--- config.mk ---
export PLATFORM = sky130hd
export DESIGN_NAME = cursor_controller
export DESIGN_NICKNAME = d
export VERILOG_FILES = /design/src/rtl/cursor_controller_pkg.sv /design/src/rtl/cursor_controller_key_debouncer.sv /design/src/rtl/cursor_controller.sv
export SDC_FILE = /design/constraint.sdc
export NUM_CORES = 1
export LEC_CHECK = 0
export ABC_AREA = 1
export ABC_CLOCK_PERIOD_IN_PS = 1400
export CELL_PAD_IN_SITES_DETAIL_PLACEMENT = 1
export CELL_PAD_IN_SITES_GLOBAL_PLACEMENT = 1
export CORE_ASPECT_RATIO = 2
export CORE_MARGIN = 4
export CORE_UTILIZATION = 35
export CTS_BUF_LIST = sky130_fd_sc_hd__clkbuf_16
export DETAILED_ROUTE_END_ITERATION = 7
export PLACE_DENSITY = 0.72
export SYNTH_ARGS = -nofsm -noshare
export SYNTH_HDL_FRONTEND = slang
export SYNTH_SLANG_ARGS = --single-unit
--- constraint.sdc ---
create_clock -name Clck -period 1.4 [get_ports Clck]
set_input_delay 0.21 -clock Clck [delete_from_list [all_inputs] [get_ports Clck]]
set_output_delay 0.21 -clock Clck [all_outputs]
set_load 0.02 [all_outputs]
--- src/rtl/cursor_controller_pkg.sv ---
// ---------------------------------------------------------------------------
// cursor_controller_pkg
//   Shared definitions for the pushbutton cursor path: default board size and
//   debounce length, the controller state encoding, and the wrap-around step
//   helper used for both pointer axes.
//   No ports (package).
// ---------------------------------------------------------------------------
package cursor_controller_pkg;

    localparam int DEFAULT_BOARD_WIDTH     = 15;
    localparam int DEFAULT_BOARD_HEIGHT    = 15;
    // 10 ms of stable input at 50 MHz
    localparam int DEFAULT_DEBOUNCE_CYCLES = 500000;

    typedef enum logic [1:0] {
        ST_IDLE   = 2'd0,
        ST_REQ    = 2'd1,
        ST_LOCKED = 2'd2
    } cursor_state_t;

    // One step along an axis of length 'limit'. Opposing requests cancel.
    // The edges are compared against limit-1 and 0 explicitly so that boards
    // whose size is not a power of two still wrap at the right place.
    function automatic int wrap_step(input int pos, input int limit,
                                     input logic step_inc, input logic step_dec);
        int next_pos;
        next_pos = pos;
        if (step_inc && !step_dec) begin
            next_pos = (pos == limit - 1) ? 0 : pos + 1;
        end else if (step_dec && !step_inc) begin
            next_pos = (pos == 0) ? limit - 1 : pos - 1;
        end
        return next_pos;
    endfunction

endpackage

--- src/rtl/cursor_controller_key_debouncer.sv ---
// ---------------------------------------------------------------------------
// key_debouncer
//   Cleans up one raw, active-low pushbutton and emits a single-cycle pulse
//   each time the key settles into the pressed state.
//   Ports:
//     Clck         in   system clock
//     Reset        in   asynchronous, active-low reset
//     key_n        in   raw pushbutton, 0 = pressed, asynchronous to Clck
//     press_pulse  out  registered 1-cycle pulse on a stable press
// ---------------------------------------------------------------------------
module key_debouncer
    import cursor_controller_pkg::*;
#(
    parameter int DEBOUNCE_CYCLES = DEFAULT_DEBOUNCE_CYCLES
) (
    input  logic Clck,
    input  logic Reset,
    input  logic key_n,
    output logic press_pulse
);

    localparam int CNT_BITS = (DEBOUNCE_CYCLES > 1) ? $clog2(DEBOUNCE_CYCLES) : 1;

    logic                sync_meta;
    logic                sync_pressed;
    logic                stable_pressed;
    logic                stable_prev;
    logic [CNT_BITS-1:0] count;

    // Two-flop synchronizer. The key is inverted on the way in so everything
    // downstream works in "pressed = 1" terms; reset means released.
    always_ff @(posedge Clck or negedge Reset) begin
        if (!Reset) begin
            sync_meta    <= 1'b0;
            sync_pressed <= 1'b0;
        end else begin
            sync_meta    <= ~key_n;
            sync_pressed <= sync_meta;
        end
    end

    // Count consecutive samples that disagree with the accepted state. Any
    // sample that agrees again throws the run away, so a short bounce never
    // reaches the end. When the run is long enough the accepted state flips.
    always_ff @(posedge Clck or negedge Reset) begin
        if (!Reset) begin
            count          <= '0;
            stable_pressed <= 1'b0;
        end else if (sync_pressed != stable_pressed) begin
            if (count == CNT_BITS'(DEBOUNCE_CYCLES - 1)) begin
                stable_pressed <= sync_pressed;
                count          <= '0;
            end else begin
                count <= count + CNT_BITS'(1);
            end
        end else begin
            count <= '0;
        end
    end

    // Edge detect on the accepted state: only released->pressed makes a
    // pulse, so a held key gives one pulse and a release gives none.
    always_ff @(posedge Clck or negedge Reset) begin
        if (!Reset) begin
            stable_prev <= 1'b0;
            press_pulse <= 1'b0;
        end else begin
            stable_prev <= stable_pressed;
            press_pulse <= stable_pressed & ~stable_prev;
        end
    end

endmodule

--- src/rtl/cursor_controller.sv ---
// ---------------------------------------------------------------------------
// cursor_controller
//   Turns the five board pushbuttons into a wrap-around board cursor and a
//   placement request toward the game-rule block (req/ack handshake). All
//   input is locked out while the game is over.
//   Ports:
//     Clck           in   system clock, 50 MHz
//     Reset          in   asynchronous, active-low reset
//     key_up/down/left/right/place  in  raw pushbuttons, active-low
//     game_over      in   high while the game is finished
//     place_ack      in   1-cycle pulse: pending placement consumed
//     pointer_loc_x  out  cursor column
//     pointer_loc_y  out  cursor row
//     place_req      out  placement request pending
//     place_x        out  column of the pending placement
//     place_y        out  row of the pending placement
// ---------------------------------------------------------------------------
module cursor_controller
    import cursor_controller_pkg::*;
#(
    parameter int BOARD_WIDTH     = DEFAULT_BOARD_WIDTH,
    parameter int BOARD_HEIGHT    = DEFAULT_BOARD_HEIGHT,
    parameter int DEBOUNCE_CYCLES = DEFAULT_DEBOUNCE_CYCLES
) (
    input  logic                            Clck,
    input  logic                            Reset,
    input  logic                            key_up,
    input  logic                            key_down,
    input  logic                            key_left,
    input  logic                            key_right,
    input  logic                            key_place,
    input  logic                            game_over,
    input  logic                            place_ack,
    output logic [$clog2(BOARD_WIDTH)-1:0]  pointer_loc_x,
    output logic [$clog2(BOARD_HEIGHT)-1:0] pointer_loc_y,
    output logic                            place_req,
    output logic [$clog2(BOARD_WIDTH)-1:0]  place_x,
    output logic [$clog2(BOARD_HEIGHT)-1:0] place_y
);

    localparam int X_BITS = $clog2(BOARD_WIDTH);
    localparam int Y_BITS = $clog2(BOARD_HEIGHT);

    cursor_state_t state;

    logic press_up;
    logic press_down;
    logic press_left;
    logic press_right;
    logic press_place;

    key_debouncer #(.DEBOUNCE_CYCLES(DEBOUNCE_CYCLES)) u_deb_up (
        .Clck(Clck), .Reset(Reset), .key_n(key_up), .press_pulse(press_up)
    );

    key_debouncer #(.DEBOUNCE_CYCLES(DEBOUNCE_CYCLES)) u_deb_down (
        .Clck(Clck), .Reset(Reset), .key_n(key_down), .press_pulse(press_down)
    );

    key_debouncer #(.DEBOUNCE_CYCLES(DEBOUNCE_CYCLES)) u_deb_left (
        .Clck(Clck), .Reset(Reset), .key_n(key_left), .press_pulse(press_left)
    );

    key_debouncer #(.DEBOUNCE_CYCLES(DEBOUNCE_CYCLES)) u_deb_right (
        .Clck(Clck), .Reset(Reset), .key_n(key_right), .press_pulse(press_right)
    );

    key_debouncer #(.DEBOUNCE_CYCLES(DEBOUNCE_CYCLES)) u_deb_place (
        .Clck(Clck), .Reset(Reset), .key_n(key_place), .press_pulse(press_place)
    );

    // Controller FSM with the pointer and request outputs held directly in
    // its registers. game_over wins over any key pulse in every state; a
    // place pulse in IDLE swallows any move pulses of the same cycle so the
    // latched coordinates are exactly what the player saw. Leaving LOCKED
    // keeps the pointer where it was.
    always_ff @(posedge Clck or negedge Reset) begin
        if (!Reset) begin
            state         <= ST_IDLE;
            pointer_loc_x <= X_BITS'(BOARD_WIDTH / 2);
            pointer_loc_y <= Y_BITS'(BOARD_HEIGHT / 2);
            place_req     <= 1'b0;
            place_x       <= '0;
            place_y       <= '0;
        end else begin
            case (state)
                ST_IDLE: begin
                    if (game_over) begin
                        state <= ST_LOCKED;
                    end else if (press_place) begin
                        place_x   <= pointer_loc_x;
                        place_y   <= pointer_loc_y;
                        place_req <= 1'b1;
                        state     <= ST_REQ;
                    end else begin
                        pointer_loc_x <= X_BITS'(wrap_step(int'(pointer_loc_x), BOARD_WIDTH,
                                                           press_right, press_left));
                        pointer_loc_y <= Y_BITS'(wrap_step(int'(pointer_loc_y), BOARD_HEIGHT,
                                                           press_down, press_up));
                    end
                end
                ST_REQ: begin
                    if (game_over) begin
                        place_req <= 1'b0;
                        state     <= ST_LOCKED;
                    end else if (place_ack) begin
                        place_req <= 1'b0;
                        state     <= ST_IDLE;
                    end
                end
                ST_LOCKED: begin
                    place_req <= 1'b0;
                    if (!game_over) begin
                        state <= ST_IDLE;
                    end
                end
                default: begin
                    place_req <= 1'b0;
                    state     <= ST_IDLE;
                end
            endcase
        end
    end

endmodule

* Yosys cells after proc, flatten, opt, wreduce, memory -nomap -nowiden
Index checks and enable logic that the tools add are counted.
Operators by class: reduce and logical (&&, ||, !) cells 23, bitwise operators 17, multiplexer cells 29, $add $sub $neg 9, eq/ne operators 19
Operator list (count):
- $mux 19 | 10
- $add 19x1->19 const B | 5
- $eq 19x19->1 const B | 5
- $mux 4 | 8
- $not 1->1 | 12
- $mux 2 | 5
- $reduce_and 2->1 | 5
- $reduce_and 3->1 | 3
- $add 4x1->4 const B | 2
- $eq 4x2->1 const B | 2
- $logic_not 4->1 | 2
- $reduce_and 4->1 | 2
- $sub 4x1->4 const B | 2
- $pmux 2 s3 | 1
- $and 1x1->1 | 5
- $ne 1x1->1 | 5
- $logic_and 1x1->1 | 4
- $logic_not 1->1 | 4
- $mux 1 | 4
- $ne 2x2->1 const B | 2
- $reduce_bool 2->1 | 2
- $ne 3x2->1 const B | 1
- $ne 3x3->1 const B | 1
- $eq 2x1->1 const B | 1
- 4 further kinds | 4
Storage, ports and cells: input port bits 9, flip-flop bits (word level) 139, word-level logic and storage cells 133

* Depth between registers and ports, before layout
depth in word-level cells 4, gate-level depth with buffers 9

* Modules after synthesis
Synthesis repeated with hierarchy kept, for this count alone.
Second synthesis, totals: cells, all modules 905, area, all modules 7469.7 µm²
By module, submodules not included:
- key_debouncer (u_deb_down ...) | cells an instance 152, area an instance 1252.5 µm², times used 4
- key_debouncer (u_deb_left) | cells an instance 151, area an instance 1266.2 µm², times used 1
- cursor_controller | cells an instance 146, area an instance 1193.6 µm², times used 1

* Worst setup path before layout
Ideal clock, no wire load.
kind reg2reg, start point register pointer_loc_x[0], end point register pointer_loc_x[2], clock period less this slack 1.460 ns, setup slack -0.060 ns, data arrival time 1.368 ns, cell stages (with the launch flop) 9, library setup time 0.092 ns, path buffers 0, path through dfstp_2 > inv_1 > ha_1 > nand2_1 > inv_1 > o21ai_0 > o21ai_0 > nand2_1 > o21ai_0
Between the ends: longest elaborated chain between the ends 4, elaborated cells between the ends (all ways) 8
RTL lines:
- from (decl) | RTL line cursor_controller.sv:34 | output logic [$clog2(BOARD_WIDTH)-1:0] pointer_loc_x,
- from (signal assigned) | RTL line cursor_controller.sv:80 | pointer_loc_x <= X_BITS'(BOARD_WIDTH / 2);
- from (signal assigned) | RTL line cursor_controller.sv:96 | pointer_loc_x <= X_BITS'(wrap_step(int'(pointer_loc_x), BOARD_WIDTH,
- $sub 4x1->4 or $logic_not 4->1 (tied branches) | RTL line cursor_controller_pkg.sv:31 | next_pos = (pos == 0) ? limit - 1 : pos - 1;
- $mux 4 | RTL line cursor_controller_pkg.sv:31
- $mux 4 | RTL line cursor_controller_pkg.sv:30 | end else if (step_dec && !step_inc) begin
- $mux 4 * | RTL line cursor_controller_pkg.sv:28 | if (step_inc && !step_dec) begin
Mark *: on every way between the ends. The rest lies on a longest branch, timed or not. The select of a mux whose other input is x is not followed. A chain may end at the register's enable or synchronous reset.

* Worst setup path in the final report
start point register u_deb_right.count[0], end point register u_deb_right.count[8]
Between the ends: longest elaborated chain between the ends 3, elaborated cells between the ends (all ways) 4
RTL lines:
- from (decl) | RTL line cursor_controller_key_debouncer.sv:28 | logic [CNT_BITS-1:0] count;
- from (signal assigned) | RTL line cursor_controller_key_debouncer.sv:54 | count <= count + CNT_BITS'(1);
- $add 19x1->19 or $eq 19x19->1 (tied branches) | RTL line cursor_controller_key_debouncer.sv:54, cursor_controller_key_debouncer.sv:50
- $mux 19 * | RTL line cursor_controller_key_debouncer.sv:50 | if (count == CNT_BITS'(DEBOUNCE_CYCLES - 1)) begin
- $mux 19 * | RTL line cursor_controller_key_debouncer.sv:49 | end else if (sync_pressed != stable_pressed) begin
Mark *: on every way between the ends. The rest lies on a longest branch, timed or not.

==> results.cfg <==
[die]
die-width_um = 112
initial_core_util_pct = 35.7
placeable_core_region_sq_um = 21000
ioPinCount = 26
num_rows = 75
die_height_um = 215
design.die.area_sq_um = 24000

[global_route]
grt_usage_pct = 18.9
grt_pass1_vias = 7618
globalRouteOverflowTotal = 0
initial_antenna_violation_count = 0
wire_length_of_the_first_global_routing_pass_um = 36400
grt_max_degree = 40

[power_and_ir_drop]
ir_drop_mv = 0.525
power.clock.fraction_pct = 50.5
share_comb_of_total_power_pct = 4.5
seq_power_share_pct = 44.9
internal_power_mw = 7.04
total_leakage_power_nw = 4.46
share_of_total_power_consumed_by_net_switching_pct = 23.4
power.switching_mw = 2.15
power_per_cell_area_nw_per_um2 = 895

[detailed_routing]
post-route-drc-count = 0
drt_pre_antenna_iters = 4
avgViaCountPerCell = 4.90
vias = 6914
drtIter0Drc = 181
antenna_left = 0
dr_wl_cell_um = 15.9
drt-total-wl_um = 22400

[min_path]
worst_hold_path.endpoint = u_deb_left.sync_meta
min_from = key_left
worstHoldPathCells = 2
holdCritPathClass = primary input to flop

[timing]
tightestPinTransition_ps = 416
worst_slack_ps = -39.2
post-route-period-util_pct = 103
layout_min_cycle_time_ps = 1440
maxSlewHeadroom_pct = 72.2
final-max-slew-violation-count = 0
hold_viol_final = 0
final_setup_skew_ps = 8.32
timing.final.setup_violations = 14
max_clock_freq_ghz = 0.695
grt_setup_unrepaired = true

[worst_setup_path]
endpoint_of_the_worst_register_to_register_path = u_deb_right.count[8]
reg2reg_setup_slack_ps = -40
setup.worst_path.start_class = flop
path_max_fanout = 6
cp-startpoint = u_deb_right.count[0]
crit_path_arrival_time_ps = 1750
reg2reg_from = u_deb_right.count[0]
cp.required_ps = 1710
worstRegToRegCells = 6
critPathCaptureType = flop
setup.worst_path.class = flop to flop

[logic_synthesis]
ys_warn_count = 0
synth_seq_area_share_pct = 46.5
synth_top_cells_by_area = sky130_fd_sc_hd__dfrtp_1 (44%), sky130_fd_sc_hd__nor2_1 (11%), sky130_fd_sc_hd__nand2_1 (11%), sky130_fd_sc_hd__inv_1 (5.9%), sky130_fd_sc_hd__nand3_1 (5.1%)
netlist_area_sq_um = 7500
synth_nets = 1010
synth_enable_flop_cells = 0
synthDistinctLibCells = 35
syn_avg_cell_area_sq_um = 7.61
ys.flop_type = sky130_fd_sc_hd__dfrtp_1
synthDominantCellAreaShare_pct = 44.4
synthCells = 986
synth_top_cells_by_count = sky130_fd_sc_hd__nor2_1 (228), sky130_fd_sc_hd__nand2_1 (218), sky130_fd_sc_hd__dfrtp_1 (133)
ys_seq_elements = 139
yosys.cell_count.top_type = sky130_fd_sc_hd__nor2_1
synth.largest_area_cell = sky130_fd_sc_hd__dfrtp_1
async_set_or_reset_register_ratio_after_synthesis_pct = 100

[clock_network]
numCtsBuffers = 17
cts-root-buf = sky130_fd_sc_hd__clkbuf_16
htree_levels = 4
insertion_delay_ps = 430
clock_path_buffers = 2
clock_sink_count = 139
clkTransAtPathRegs_ps = 60
clock_tree_from_tritoncts = yes

[layout]
synthToLayoutAreaGrowth_pct = 36.8
num-nets-final = 1153
antenna_cells = 0
final_layout_size_suffix_gt1_share_pct = 30.6
filler_cell_count = 2540
final_cell_area_sq_um = 10300
number_of_cells_in_the_finished_layout_apart_from_fillers = 1411

[flow_run]
cap_violations = 0

[placed_design]
dpl.hpwl_um = 16700
place.gp.congestion = 0.876
placed_cells_incl_taps = 1361
io_buffers = 25
placed_area_sq_um = 8770

[outcome]
failing_checks = negative setup slack
outcome = finished with violations
stage by stage:
stage	hold WS [ps]	total power [mW]	setup TNS (ps)	utilization, %	setup slack (ps)
after floorplan	-85.6	4.29	0	-	6.50
after global placement	157	4.54	-296	41.7	-50.1
after detailed placement	160	4.56	-2850	41.7	-105
after CTS	231	9.28	-176	45.7	-30.0
after global routing	241	9.52	-4120	48.8	-114
final	250	9.18	-279	48.8	-39.2
how the worst max path moves through the flow:
stage                                end  slack [ps]
global placement        pointer_loc_y[2]         -50
global route         u_deb_left.count[5]        -110
finish              u_deb_right.count[8]         -40
floorplan               pointer_loc_x[2]           7
CTS                 u_deb_place.count[8]         -30
detailed placement  u_deb_left.count[17]        -110
sequential cells by signal, indices dropped and copies added, names as in the netlist, 2 cells and up:
signal,flops
u_deb_left.count,19
u_deb_down.count,19
pointer_loc_x,4
state,2
u_deb_right.count,19
pointer_loc_y,4
place_y,4
place_x,4
u_deb_up.count,19
u_deb_place.count,19
final cells by class:
type | count | area, sq um | share of cell area [%]
timing repair buffer | 129 | 1080 | 10.6
clock inverter | 15 | 174 | 1.70
clock buffer | 17 | 425 | 4.15
tap | 269 | 337 | 3.28
inverter | 122 | 475 | 4.64
multi-input combinational | 720 | 4240 | 41.3
sequential | 139 | 3520 | 34.3
power by group through the flow:
stage                     combinational, mW  sequential, mW  clock (mW)
after global placement                0.362            4.17           0
final                                 0.417            4.13        4.64
after floorplan                       0.120            4.17           0
after CTS                             0.404            4.12        4.76
after detailed placement              0.378            4.18           0
after global routing                  0.471            4.13        4.92
logic make-up (layout without fill, tap and decap cells):
group                      after synthesis  after routing  share of synthesized area, %
and+or+nand+nor                        607            607                          35.0
DFF                                    139            139                          46.5
xor gates and xnor gates                51             51                          6.06
buffers and inverters                  127            283                          6.41
AOI/OAI and AO/OA                       47             47                          3.59
adders and majority gates               15             15                          2.50
worst max-delay path, stage by stage, from the launching register on:
cell and delay [ps]:
sky130_fd_sc_hd__dfrtp_1 410, sky130_fd_sc_hd__ha_4 200, sky130_fd_sc_hd__nand2_4 60, sky130_fd_sc_hd__nor2_4 170, sky130_fd_sc_hd__nand3_4 130, sky130_fd_sc_hd__o21bai_4 270, sky130_fd_sc_hd__nor3_1 80
cells in the final DEF, fill, tap and decap left out, types with 16 or more instances in the layout:
master and n:
sky130_fd_sc_hd__nand2_1 194, sky130_fd_sc_hd__nor2_1 180, sky130_fd_sc_hd__inv_1 106, sky130_fd_sc_hd__dfrtp_1 104, sky130_fd_sc_hd__buf_4 94, sky130_fd_sc_hd__nand3_1 60, sky130_fd_sc_hd__nor2_2 42, sky130_fd_sc_hd__xor2_1 39
sky130_fd_sc_hd__nor2_4 32, sky130_fd_sc_hd__dfrtp_2 29, sky130_fd_sc_hd__nand2_2 22, sky130_fd_sc_hd__clkbuf_16 17, sky130_fd_sc_hd__o21ai_1 16
metal layers:
layer	global-route usage, %	vias to the layer above	share of wire [%]
met1	16.9	3428	33
met2	39.7	89	62
met3	3.35	52	1.7
met4	7.92	0	3.8
met5	0	-	0
li1	-	3345	-
repair_timing:
item,in CTS,in global routing
setup buffers,4,15
resized for setup,101,177
hold endpoints to repair,29,0
pin swaps,17,64
setup endpoints to repair,80,89
hold buffers,1,0
Power figures use the tool's default switching activity.
